$ cat src/rtl/tdc_pack_pkg.sv
// Shared definitions for the TDC result packer: FSM encoding, default
// frame sync byte and the byte-count helper used to size the serialiser.
package tdc_pack_pkg;

    typedef enum logic [1:0] {
        ST_IDLE = 2'd0,
        ST_HDR  = 2'd1,
        ST_DATA = 2'd2,
        ST_SEQ  = 2'd3
    } state_t;

    localparam logic [7:0] DEF_SYNC_BYTE = 8'hA5;

    // Number of whole bytes needed to carry a word of the given width.
    function automatic int nbytes(input int width);
        return (width + 7) / 8;
    endfunction

endpackage

$ cat src/rtl/tdc_sync_fifo.sv
// Single-clock FIFO with an extra pointer bit to tell full from empty.
// A push is accepted while full only when a pop happens in the same cycle.
module tdc_sync_fifo #(
    parameter int W     = 8,
    parameter int DEPTH = 16,
    parameter int LW    = $clog2(DEPTH) + 1
) (
    input  logic          iClk,
    input  logic          iRst,
    input  logic          iPush,
    input  logic [W-1:0]  iData,
    input  logic          iPop,
    output logic [W-1:0]  oData,
    output logic          oFull,
    output logic          oEmpty,
    output logic [LW-1:0] oLevel
);

    localparam int AW = $clog2(DEPTH);

    logic [W-1:0] mem [DEPTH];
    logic [AW:0]  wr_ptr, rd_ptr;
    logic         we, re;

    assign oEmpty = (wr_ptr == rd_ptr);
    assign oFull  = (wr_ptr[AW] != rd_ptr[AW]) && (wr_ptr[AW-1:0] == rd_ptr[AW-1:0]);
    assign oLevel = wr_ptr - rd_ptr;
    assign oData  = mem[rd_ptr[AW-1:0]];

    assign re = iPop && !oEmpty;
    assign we = iPush && (!oFull || re);

    // Storage array; the head slot may be overwritten on a full push+pop
    // because the head is consumed at the same edge.
    always_ff @(posedge iClk) begin
        if (we) mem[wr_ptr[AW-1:0]] <= iData;
    end

    // Pointer update, wrapping naturally through the extra bit.
    always_ff @(posedge iClk or posedge iRst) begin
        if (iRst) begin
            wr_ptr <= '0;
            rd_ptr <= '0;
        end else begin
            if (we) wr_ptr <= wr_ptr + 1'b1;
            if (re) rd_ptr <= rd_ptr + 1'b1;
        end
    end

endmodule

$ cat src/rtl/tdc_result_packer.sv
// TDC result packer: buffers finished measurement words and streams each
// one as a frame (sync byte, data bytes MSB first) over valid/ready.
// Optional build macro TDC_PACK_SEQ_EN appends an 8-bit push sequence
// number as the last byte of every frame.
module tdc_result_packer
    import tdc_pack_pkg::*;
#(
    parameter int         DATA_W     = 24,
    parameter int         FIFO_DEPTH = 16,
    parameter logic [7:0] SYNC_BYTE  = DEF_SYNC_BYTE
) (
    input  logic                          iClk,
    input  logic                          iRst,
    input  logic                          iDone,
    input  logic [DATA_W-1:0]             iTDC,
    input  logic                          iClrOvf,
    output logic [7:0]                    oByte,
    output logic                          oValid,
    input  logic                          iReady,
    output logic                          oOverflow,
    output logic [7:0]                    oDropCnt,
    output logic [$clog2(FIFO_DEPTH):0]   oLevel,
    output logic                          oBusy
);

    localparam int NB   = nbytes(DATA_W);
    localparam int SH_W = NB * 8;
`ifdef TDC_PACK_SEQ_EN
    localparam int FW = DATA_W + 8;
`else
    localparam int FW = DATA_W;
`endif

    state_t            state;
    logic              done_q;
    logic [DATA_W-1:0] tdc_q;
    logic              push, pop, drop, full, empty;
    logic [FW-1:0]     wdata, rdata;
    logic [SH_W-1:0]   sh;
    logic [2:0]        idx;

    // Register the core's result so the push decision sees stable data.
    always_ff @(posedge iClk or posedge iRst) begin
        if (iRst) begin
            done_q <= 1'b0;
            tdc_q  <= '0;
        end else begin
            done_q <= iDone;
            tdc_q  <= iTDC;
        end
    end

    assign pop  = (state == ST_IDLE) && !empty;
    assign push = done_q && (!full || pop);
    assign drop = done_q && !push;

`ifdef TDC_PACK_SEQ_EN
    logic [7:0] seq_cnt, seq_q;
    assign wdata = {seq_cnt, tdc_q};

    // Sequence number advances only on words that actually enter the FIFO.
    always_ff @(posedge iClk or posedge iRst) begin
        if (iRst)      seq_cnt <= 8'd0;
        else if (push) seq_cnt <= seq_cnt + 8'd1;
    end
`else
    assign wdata = tdc_q;
`endif

    tdc_sync_fifo #(.W(FW), .DEPTH(FIFO_DEPTH)) u_fifo (
        .iClk   (iClk),
        .iRst   (iRst),
        .iPush  (push),
        .iData  (wdata),
        .iPop   (pop),
        .oData  (rdata),
        .oFull  (full),
        .oEmpty (empty),
        .oLevel (oLevel)
    );

    // Sticky overflow and saturating drop count; a drop beats a clear.
    always_ff @(posedge iClk or posedge iRst) begin
        if (iRst) begin
            oOverflow <= 1'b0;
            oDropCnt  <= 8'd0;
        end else if (iClrOvf) begin
            oOverflow <= drop;
            oDropCnt  <= drop ? 8'd1 : 8'd0;
        end else if (drop) begin
            oOverflow <= 1'b1;
            if (oDropCnt != 8'hFF) oDropCnt <= oDropCnt + 8'd1;
        end
    end

    // Frame serialiser; oByte/oValid are registered and only change on a
    // handshake (or when a new frame is loaded from IDLE).
    always_ff @(posedge iClk or posedge iRst) begin
        if (iRst) begin
            state  <= ST_IDLE;
            sh     <= '0;
            idx    <= 3'd0;
            oByte  <= 8'd0;
            oValid <= 1'b0;
`ifdef TDC_PACK_SEQ_EN
            seq_q  <= 8'd0;
`endif
        end else begin
            case (state)
                ST_IDLE: begin
                    if (!empty) begin
                        sh     <= SH_W'(rdata[DATA_W-1:0]);
                        idx    <= 3'(NB - 1);
                        oByte  <= SYNC_BYTE;
                        oValid <= 1'b1;
                        state  <= ST_HDR;
`ifdef TDC_PACK_SEQ_EN
                        seq_q  <= rdata[FW-1 -: 8];
`endif
                    end
                end
                ST_HDR: begin
                    if (iReady) begin
                        oByte <= sh[SH_W-1 -: 8];
                        sh    <= sh << 8;
                        state <= ST_DATA;
                    end
                end
                ST_DATA: begin
                    if (iReady) begin
                        if (idx == 3'd0) begin
`ifdef TDC_PACK_SEQ_EN
                            oByte  <= seq_q;
                            state  <= ST_SEQ;
`else
                            oValid <= 1'b0;
                            state  <= ST_IDLE;
`endif
                        end else begin
                            idx   <= idx - 3'd1;
                            oByte <= sh[SH_W-1 -: 8];
                            sh    <= sh << 8;
                        end
                    end
                end
                default: begin
                    // ST_SEQ: trailing sequence byte, then back to IDLE.
                    if (iReady) begin
                        oValid <= 1'b0;
                        state  <= ST_IDLE;
                    end
                end
            endcase
        end
    end

    assign oBusy = (state != ST_IDLE) || !empty;

endmodule

$ cat config.mk
export PLATFORM = sky130hd
export DESIGN_NAME = tdc_result_packer
export DESIGN_NICKNAME = d
export VERILOG_FILES = /design/src/rtl/tdc_pack_pkg.sv /design/src/rtl/tdc_sync_fifo.sv /design/src/rtl/tdc_result_packer.sv
export SDC_FILE = /design/constraint.sdc
export NUM_CORES = 1
export LEC_CHECK = 0
export BUFFER_PORTS_ARGS = -buffer_cell sky130_fd_sc_hd__buf_4
export CORE_MARGIN = 10
export CORE_UTILIZATION = 50
export CTS_BUF_LIST = sky130_fd_sc_hd__clkbuf_8
export CTS_CLUSTER_SIZE = 20
export DETAILED_ROUTE_END_ITERATION = 10
export PLACE_DENSITY = 0.8
export SLEW_MARGIN = 20
export SYNTH_ARGS = -nofsm -noshare
export SYNTH_HDL_FRONTEND = slang
export SYNTH_SLANG_ARGS = --single-unit
$ cat constraint.sdc
create_clock -name iClk -period 2.9 [get_ports iClk]
set_input_delay 0.145 -clock iClk [delete_from_list [all_inputs] [get_ports iClk]]
set_output_delay 0.145 -clock iClk [all_outputs]
set_load 0.01 [all_outputs]
==> results of run 1 <==
[cell families (layout without fill, tap and decap cells)]
group                    after synthesis  count (layout)  synth area share (%)
adder cells (fa/ha/maj)               18              18                 1.277
AND/OR/NAND/NOR                       94              94                 3.048
flip-flops                           466             466                 74.51
multiplexers                         132             132                 12.58
XOR/XNOR                              13              13                0.6246
buffers and inverters                 68             281                 1.894
AO/OA/AOI/OAI                        164             164                 6.061
[synthesized netlist by cell type (all sizes together) (5+ instances only)]
cell     number
nand2        16
edfxtp      384
clkbuf       25
mux2         18
xnor2        10
nor2          5
a2111oi      16
and4          5
ha           17
dfrtp        82
o22ai        32
buf          24
nand4         9
o21ai        46
mux4         72
nor2b        24
mux2i        42
a22o         24
a21oi        13
and2         15
inv          19
o31ai        19
[worst max-delay path: stages, from the launching register on]
cell     delay (ns)
dfrtp_1        0.46
ha_1           0.38
nand4_1        0.19
o31a_1         0.31
and3_1         0.23
and2_2         0.72
[path summary, 6_finish.rpt]
kind	to	from	cells past startpoint
worst max-delay path	u_fifo.mem[13][11]$_DFFE_PP_	u_fifo.wr_ptr[2]$_DFFE_PP0P_	5
worst min-delay path	tdc_q[14]$_DFF_PP0_	iTDC[14]	2
worst max register to register	u_fifo.mem[13][11]$_DFFE_PP_	u_fifo.wr_ptr[2]$_DFFE_PP0P_	5
worst min register to register	idx[2]$_DFFE_PP0P_	idx[2]$_DFFE_PP0P_	1
max in group asynchronous	sh[16]$_DFFE_PP0P_	iRst	4
min in group asynchronous	sh[14]$_DFFE_PP0P_	iRst	3
[stage by stage]
step           total power [mW]  utilization, %  instance area [µm²]
3_3_place_gp              15.33           54.44                19460
3_5_place_dp              15.56           54.44                19460
5_1_grt                   21.56           59.01                21090
6_report                  20.58           59.01                21090
4_1_cts                   20.69           59.00                21090
2_1_floorplan             13.17               -                18250
[final cells by class]
type / instances / area (µm²) / share of cell area (%)
sequential: 466 / 13590 / 64.45
timing repair buffer: 129 / 1176 / 5.577
inverter: 19 / 73.82 / 0.3500
clock buffer: 80 / 1101 / 5.221
tap: 461 / 576.8 / 2.735
clock inverter: 53 / 249.0 / 1.181
multi-input combinational: 421 / 4322 / 20.49
[per-layer routing]
| layer | vias to the layer above | GRT usage [%] |
|---|---|---|
| met3 | 105 | 4.006 |
| met4 | 0 | 7.842 |
| met2 | 501 | 27.91 |
| li1 | 4210 | - |
| met5 | - | 0 |
| met1 | 4994 | 24.55 |
[state kept, by name (all words and copies together) (netlist names)]
register and count:
idx 3, oValid 1, tdc_q 24, u_fifo.wr_ptr 5
state 2, sh 24, u_fifo.mem 384, u_fifo.rd_ptr 5
oByte 8, done_q 1, oDropCnt 8, oOverflow 1
[cell usage in the layout (no fill, tap or decap), types with 2 or more instances in the layout]
cell,synthesis,routed
nand4_1,9,9
and3_1,3,3
a2111oi_0,16,15
edfxtp_1,384,384
nor3_1,2,2
nor2_1,5,5
nor2b_1,24,24
inv_12,0,2
buf_12,0,11
and2_2,0,15
inv_6,0,2
nand3_1,2,2
a21o_1,4,4
clkinv_2,0,6
and4_1,5,4
o21ai_0,46,46
mux2_2,18,18
clkinv_1,0,8
o31ai_1,19,19
mux2i_1,42,42
ha_1,17,17
nor3b_1,4,4
mux4_2,59,59
xnor2_1,10,10
dlygate4sd3_1,0,28
inv_1,19,52
a21oi_1,13,13
mux4_1,13,13
dfrtp_4,0,2
a22o_1,24,24
buf_4,7,90
o22ai_1,32,32
nand3b_1,2,2
nand2b_1,3,3
xor2_1,3,3
nand2_1,16,16
or4_1,2,2
dfrtp_1,82,79
clkbuf_8,0,80
[power breakdown]
part	internal [mW]	switching (mW)	total [mW]	leakage, nW
clock	2.57	2.53	5.10	0.822
combinational	3.07	3.75	6.82	2.25
sequential	8.19	0.462	8.66	4.47
total	13.8	6.74	20.6	7.54
[timing repair]
action                    4_1_cts  5_1_grt
hold buffers                   28        0
hold endpoints to repair       78        0
gates resized for setup         0        0
==> flow_summary.toml, run 1 <==
[run_status]
status = "completed"

[critical_path]
rrSetupSlack_ns = 0.22
cp.arrival_ns = 2.90
worstSetupEndpointType = "flip-flop"
cp-start-kind = "flip-flop"
cp_max_fo = 24
cp_data_required_time_ns = 3.12
crit_type = "flip-flop to flip-flop"

[clock_network]
h-tree-depth = 3
clk_pin_slew_ns = 0.06
cts_root_buf = "clkbuf_8"
tritoncts = "done"
cts_max_path_buffers = 3
cts_setup_buffers = 0
cts_sinks = 466
worstSkewPairLatency_ns = 0.63
cts_made_buffers = 73

[cells_and_area]
syn2layout_area_growth_pct = 15.70
nets = 1157
num-fill-cells = 2563
antenna_cells = 0
drive_above_1_share_pct = 24.91
instances_no_fill = 1629

[routing]
first_pass_iters = 5
wl_met3_um = 3483
routed-via-count = 9810
drtAntennaViolNets = 0
met2_length_um = 18790
top_layer_used = "met4"
via_per_inst = 6.022
wl_um = 39750
wire_per_inst_um = 24.40
wl_met1_um = 16100
drc = 0
drt-initial-drc-count = 1089

[timing]
skew_ns = 0.05133
drv_slew = 0
tns_ns = 0
finalHoldWorstSlack_ns = 0.1619
finalCritPeriodShare_pct = 92.43
fmax_mhz = 373.1
finalHoldViolCount = 0
fin_ws_ns = 0.2195
worst_slew_pin_slew_ns = 1.032
setup_viol = 0
slew_headroom_pct = 31.18
period_needed_ns = 2.680
rsz0062_at_grt = "false"

[floorplanning]
die_h_um = 210.9
die-width_um = 210.9
num_rows = 69
start_util_pct = 51.00
io_pins = 53
core-area_um2 = 35740
die_area_um2 = 44500

[synth]
synth_top_area_cell = "edfxtp_1"
seq_area_frac_synth_pct = 74.51
synth_nets = 1002
synthTopCellsByArea = "edfxtp_1 (63%), dfrtp_1 (11%), mux4_2 (7.3%)"
yosysWarnings = 0
synth_cells = 955
synth-seq-cells = 466
syn_area_um2 = 18230
synth_top_area_share_pct = 63.26
ys.flop_type = "edfxtp_1"
synth_cell_types = 49
syn_avg_cell_area_um2 = 19.09
synth_edf_count = 384
async_flop_share_pct = 17.60

[place]
dp_cells = 1468
gp_congestion = 0.8224
place_ws_ns = 0.1146
dp_hpwl_um = 24010
port_buffers = 52

[pwr]
power_density_nw_per_um2 = 975.7
ir_worst_vdd_uv = 614.1
leakage_nw = 7.540

[global_route]
grt_overflow = 0
grt_pass1_vias = 10210
antenna_found_initial = 0
grt.total_usage_pct = 18.12
grt_max_degree = 78
grt_pass1_wl_um = 61220

[run]
cap_violations = 0

[hold_path]
hold_class = "input pin to flip-flop"
No activity file was read; power rests on OpenSTA's default activity.
==> inputs of run 2 (changes only) <==
BUFFER_PORTS_ARGS = not set   (was -buffer_cell sky130_fd_sc_hd__buf_4)
CORE_UTILIZATION = 45   (was 50)
DONT_BUFFER_PORTS = 1   (was not set)
PLACE_DENSITY = 0.73   (was 0.8)
==> run 2 against run 1 <==
Net effect:
- routed wire length fell by 0.61%
- clock-buffer cell count rose by 13
- sequential share of layout area rose by 0.27 points
- hold slack got worse by 0.063 ns
- critical path depth did not move
- global-route usage fell by 2.2 points
- largest power group unchanged
- highest routed layer is now met5
==> flow_summary.toml, run 2 (same netlist as run 1, synthesis figures left out) <==
[run_status]
status = "completed"

[critical_path]
crit_type = "flip-flop to flip-flop"
slowest_stage = "a2111oi_0"
cp.arrival_ns = 3.28
cp-start-kind = "flip-flop"
crit_chain = "buf_12 > mux4_1 > a22o_1 > a2111oi_0 > o31ai_1"
cp_data_required_time_ns = 3.35
reg2reg_depth = 5
worstSetupEndpointType = "flip-flop"
slowest_delay_ns = 0.83
cp_max_fo = 48

[routing]
wl_um = 39510
wire_per_inst_um = 23.90
first_pass_iters = 5
drtAntennaViolNets = 0
via_per_inst = 5.721
routed-via-count = 9456
drc = 0
drt-initial-drc-count = 943

[place]
dp_hpwl_um = 22740
place_ws_ns = -0.07809
port_buffers = 0
dp_cells = 1483
gp_congestion = 0.7784

[cells_and_area]
syn2layout_area_growth_pct = 15.21
num-fill-cells = 3057
layout_commonest_cell = "edfxtp_1"
largest_reg_flops = 384
instances_no_fill = 1653
mostFrequentLayoutCells = "edfxtp_1 (384), clkbuf_8 (93), dfrtp_1 (79), mux4_2 (59), o21ai_0 (46)"
drive_above_1_share_pct = 22.87
nets = 1111
antenna_cells = 0

[floorplanning]
core-area_um2 = 39910
start_util_pct = 45.67
die_area_um2 = 48960
die-width_um = 221.3
num_rows = 73
die_h_um = 221.3
io_pins = 53

[timing]
skew_ns = 0.01808
tns_ns = 0
fin_ws_ns = 0.06981
period_needed_ns = 2.830
finalCritPeriodShare_pct = 97.59
worst_slew_pin_slew_ns = 1.062
rsz0062_at_grt = "false"
finalHoldWorstSlack_ns = 0.09881
finalHoldViolCount = 0
slew_headroom_pct = 28.64
drv_slew = 0
setup_viol = 0
fmax_mhz = 353.3

[clock_network]
cts_made_buffers = 76
tritoncts = "done"
clk_pin_slew_ns = 0.06
cts_sinks = 466
cts_max_path_buffers = 3
worstSkewPairLatency_ns = 0.61
cts_root_buf = "clkbuf_8"
h-tree-depth = 3

[global_route]
grt_overflow = 0
antenna_found_initial = 1
grt_max_degree = 79
grt_pass1_wl_um = 60500
grt_pass1_vias = 9937
grt.total_usage_pct = 15.94

[pwr]
power_density_nw_per_um2 = 990.2
leakage_nw = 7.366
ir_worst_vdd_uv = 644.4
total_power_mw = 20.80

[hold_path]
hold_class = "input pin to flip-flop"
holdPathStages = 1

[run]
cap_violations = 0
run 2: changes by cell type in the layout (fill, tap and decap cells not counted), sizes merged:
| cell | before | now |
|---|---|---|
| buf | 101 | 52 |
| bufinv | 0 | 2 |
| clkbuf | 80 | 93 |
| clkinv | 14 | 20 |
| clkinvlp | 0 | 1 |
| inv | 58 | 45 |
run 2: path summary, 6_finish.rpt:
| kind | endpoint | slack, ns | startpoint |
|---|---|---|---|
| hold reg to reg | idx[2]$_DFFE_PP0P_ | 0.48 | idx[2]$_DFFE_PP0P_ |
| setup / recovery | sh[23]$_DFFE_PP0P_ | 0.07 | u_fifo.rd_ptr[0]$_DFFE_PP0P_ |
| min in group asynchronous | tdc_q[13]$_DFF_PP0_ | 0.16 | iRst |
| max in group asynchronous | tdc_q[5]$_DFF_PP0_ | 2.05 | iRst |
| setup reg to reg | sh[23]$_DFFE_PP0P_ | 0.07 | u_fifo.rd_ptr[0]$_DFFE_PP0P_ |
| hold / removal | tdc_q[7]$_DFF_PP0_ | 0.1 | iTDC[7] |
run 2: layout make-up:
type	instances	area [µm²]	share of cell area (%)
multi-input combinational	421	4328	20.61
clock inverter	49	262.8	1.251
sequential	466	13590	64.72
clock buffer	93	1280	6.095
tap	525	656.9	3.128
timing repair buffer	80	808.3	3.849
inverter	19	73.82	0.3515
run 2: repair_timing:
action	CTS	global route
hold buffers	28	0
hold endpoints to repair	86	0
buffers inserted	0	0
gates resized for setup	1	2
setup endpoints to repair	1	2
run 2: per-stage QoR:
stage          utilization, %  instance area, µm²
3_3_place_gp            48.03               19170
3_5_place_dp            48.03               19170
5_1_grt                 52.62               21000
4_1_cts                 52.60               21000
2_1_floorplan               -               18250
6_report                52.62               21000
run 2: worst max-delay path: cells and delay by family (launching register included):
kind	cells	cell delay, ns
compound gates	3	1.25
mux	1	0.61
flops	1	0.45
buf+inv	1	0.31
run 2: power breakdown:
part | internal [mW] | total (mW) | switching (mW)
sequential | 8.19 | 8.66 | 0.470
combinational | 2.84 | 6.51 | 3.68
clock | 3.09 | 5.62 | 2.53
run 2: layer usage:
layer / up-vias / wire length (µm) / GRT usage (%)
met5: - / 13 / 0
met4: 2 / 1286 / 6.737
met3: 95 / 2953 / 3.994
met2: 377 / 18710 / 24.39
met1: 4865 / 16540 / 21.33
li1: 4117 / - / -
==> inputs of run 3 (changes only) <==
CTS_BUF_LIST = not set   (was sky130_fd_sc_hd__clkbuf_8)
CTS_CLUSTER_SIZE = not set   (was 20)
==> run 3 against run 2 <==
Net effect:
- first-iteration DRC count decreased by 4.7%
- clock power increased by 6.4%
- power increased by 1.6%
- utilization about the same
- final cell count decreased by 3.3%
- register-to-register slack about the same
- clock skew decreased by 0.0044 ns
- largest power group unchanged
==> flow_summary.toml, run 3 (same netlist as run 1, synthesis figures left out) <==
[critical_path]
cp_max_fo = 78
cp.arrival_ns = 3.25
worstSetupEndpointType = "flip-flop"
crit_type = "flip-flop to flip-flop"
cp-start-kind = "flip-flop"
cp_data_required_time_ns = 3.32

[global_route]
grt.total_usage_pct = 15.73
grt_pass1_vias = 9695
antenna_found_initial = 1
grt_pass1_wl_um = 59680
grt_max_degree = 79
grt_overflow = 0

[pwr]
p_comb_share_pct = 30.7
clkPwrFrac_pct = 28.3
p_int_mw = 14.56
total_power_mw = 21.13
netSwitchingFraction_pct = 31.10
ir_worst_vdd_uv = 649.5
p_sw_mw = 6.572
power.share.sequential_pct = 41.0
power_density_nw_per_um2 = 1006
leakage_nw = 7.236

[floorplanning]
die_area_um2 = 48960
num_rows = 73
die_h_um = 221.3
die-width_um = 221.3
io_pins = 53
core-area_um2 = 39910
start_util_pct = 45.67

[routing]
wl_um = 38960
wire_per_inst_um = 24.37
drt-initial-drc-count = 899
via_per_inst = 5.843
first_pass_iters = 6
drtAntennaViolNets = 0
routed-via-count = 9343
drc = 0

[timing]
slew_headroom_pct = 30.63
tns_ns = 0
finalHoldWorstSlack_ns = 0.1257
period_needed_ns = 2.830
setup_viol = 0
skew_ns = 0.01370
fmax_mhz = 353.3
worst_slew_pin_slew_ns = 1.033
finalCritPeriodShare_pct = 97.60
drv_slew = 0
finalHoldViolCount = 0
rsz0062_at_grt = "false"

[place]
port_buffers = 0
place_area_um2 = 19170
dp_hpwl_um = 22740
gp_congestion = 0.7784

[cells_and_area]
antenna_cells = 0
layout_commonest_cell = "edfxtp_1"
finish.instance_area_um2 = 21000
multiInputGateArea_um2 = 4328
nets = 1082
largest_reg_flops = 384
syn2layout_area_growth_pct = 15.18
seq_area_um2 = 13590
num-fill-cells = 3012
drive_above_1_share_pct = 20.39
mostFrequentLayoutCells = "edfxtp_1 (384), dfrtp_1 (79), mux4_2 (59), clkbuf_16 (48), o21ai_0 (46)"

[clock_network]
cts_setup_buffers = 0
clk_pin_slew_ns = 0.06
h-tree-depth = 2
cts_root_buf = "clkbuf_16"
tritoncts = "done"
worstSkewPairLatency_ns = 0.58
cts_made_buffers = 47
cts_max_path_buffers = 3
cts_sinks = 466

[hold_path]
hold_class = "input pin to flip-flop"

[run]
cap_violations = 0

[run_status]
status = "completed"
## run 3: changes by cell type in the layout (fill, tap and decap cells not counted)
cell        delta
clkbuf_8      -88
clkbuf_16     +48
inv_1         -24
clkbuf_1      +13
clkinv_1       -4
bufinv_16      +2
clkinv_2       -1
clkinv_8       +1
clkinvlp_4     -1
inv_6          +1
inv_8          -1
## run 3: routing by layer
metal  up-vias  GRT usage [%]  share of wire (%)
met3        96          4.060                7.7
li1       4041              -                  -
met5         -              0              0.033
met1      4866          21.07                 42
met2       338          24.37                 47
met4         2          5.746                3.2
## run 3: area by class of cell
class / count / share of cell area (%)
Sequential cell: 466 / 64.73
Timing Repair Buffer: 80 / 3.850
Clock inverter: 22 / 1.043
Clock buffer: 66 / 6.281
Multi-Input combinational cell: 421 / 20.61
Inverter: 19 / 0.3516
Tap cell: 525 / 3.129
## run 3: worst paths after layout
check,cells after the start,end,start,slack (ns)
worst max-delay path,6,sh[23]$_DFFE_PP0P_,u_fifo.rd_ptr[2]$_DFFE_PP0P_,0.07
worst min-delay path,1,tdc_q[9]$_DFF_PP0_,iTDC[9],0.13
worst max register to register,6,sh[23]$_DFFE_PP0P_,u_fifo.rd_ptr[2]$_DFFE_PP0P_,0.07
worst min register to register,1,idx[2]$_DFFE_PP0P_,idx[2]$_DFFE_PP0P_,0.48
max in group asynchronous,3,tdc_q[6]$_DFF_PP0_,iRst,2.03
min in group asynchronous,2,tdc_q[13]$_DFF_PP0_,iRst,0.18
## run 3: repair_timing
| action | in CTS | in global routing |
|---|---|---|
| setup endpoints to repair | 1 | 2 |
| pin swaps | 0 | 0 |
| gates resized for setup | 1 | 2 |
| hold endpoints to repair | 83 | 0 |
| hold buffers | 28 | 0 |
## run 3: worst max-delay path: stages, from the launching register on
cell	delay [ns]
dfrtp_4	0.48
buf_12	0.23
nand3_1	0.47
buf_4	0.31
o22ai_1	0.11
a2111oi_0	0.86
o31ai_1	0.17
## run 3: per-stage QoR
stage               instances  setup slack, ns  utilization [%]
CTS                      1599          0.08565            52.59
detailed placement       1483         -0.07809            48.03
global route             1599          0.01227            52.60
global placement         1483         -0.04862            48.03
finish                   1599          0.06963            52.60
floorplan                 955          0.02739                -
## run 3: power groups by stage
stage / logic, mW / clock network (mW) / registers (mW)
final: 6.49 / 5.98 / 8.66
after global routing: 7.03 / 6.40 / 8.74
after CTS: 6.52 / 6.11 / 8.66
after detailed placement: 6.46 / 0 / 8.79
after global placement: 6.35 / 0 / 8.74
after floorplan: 4.57 / 0 / 8.60
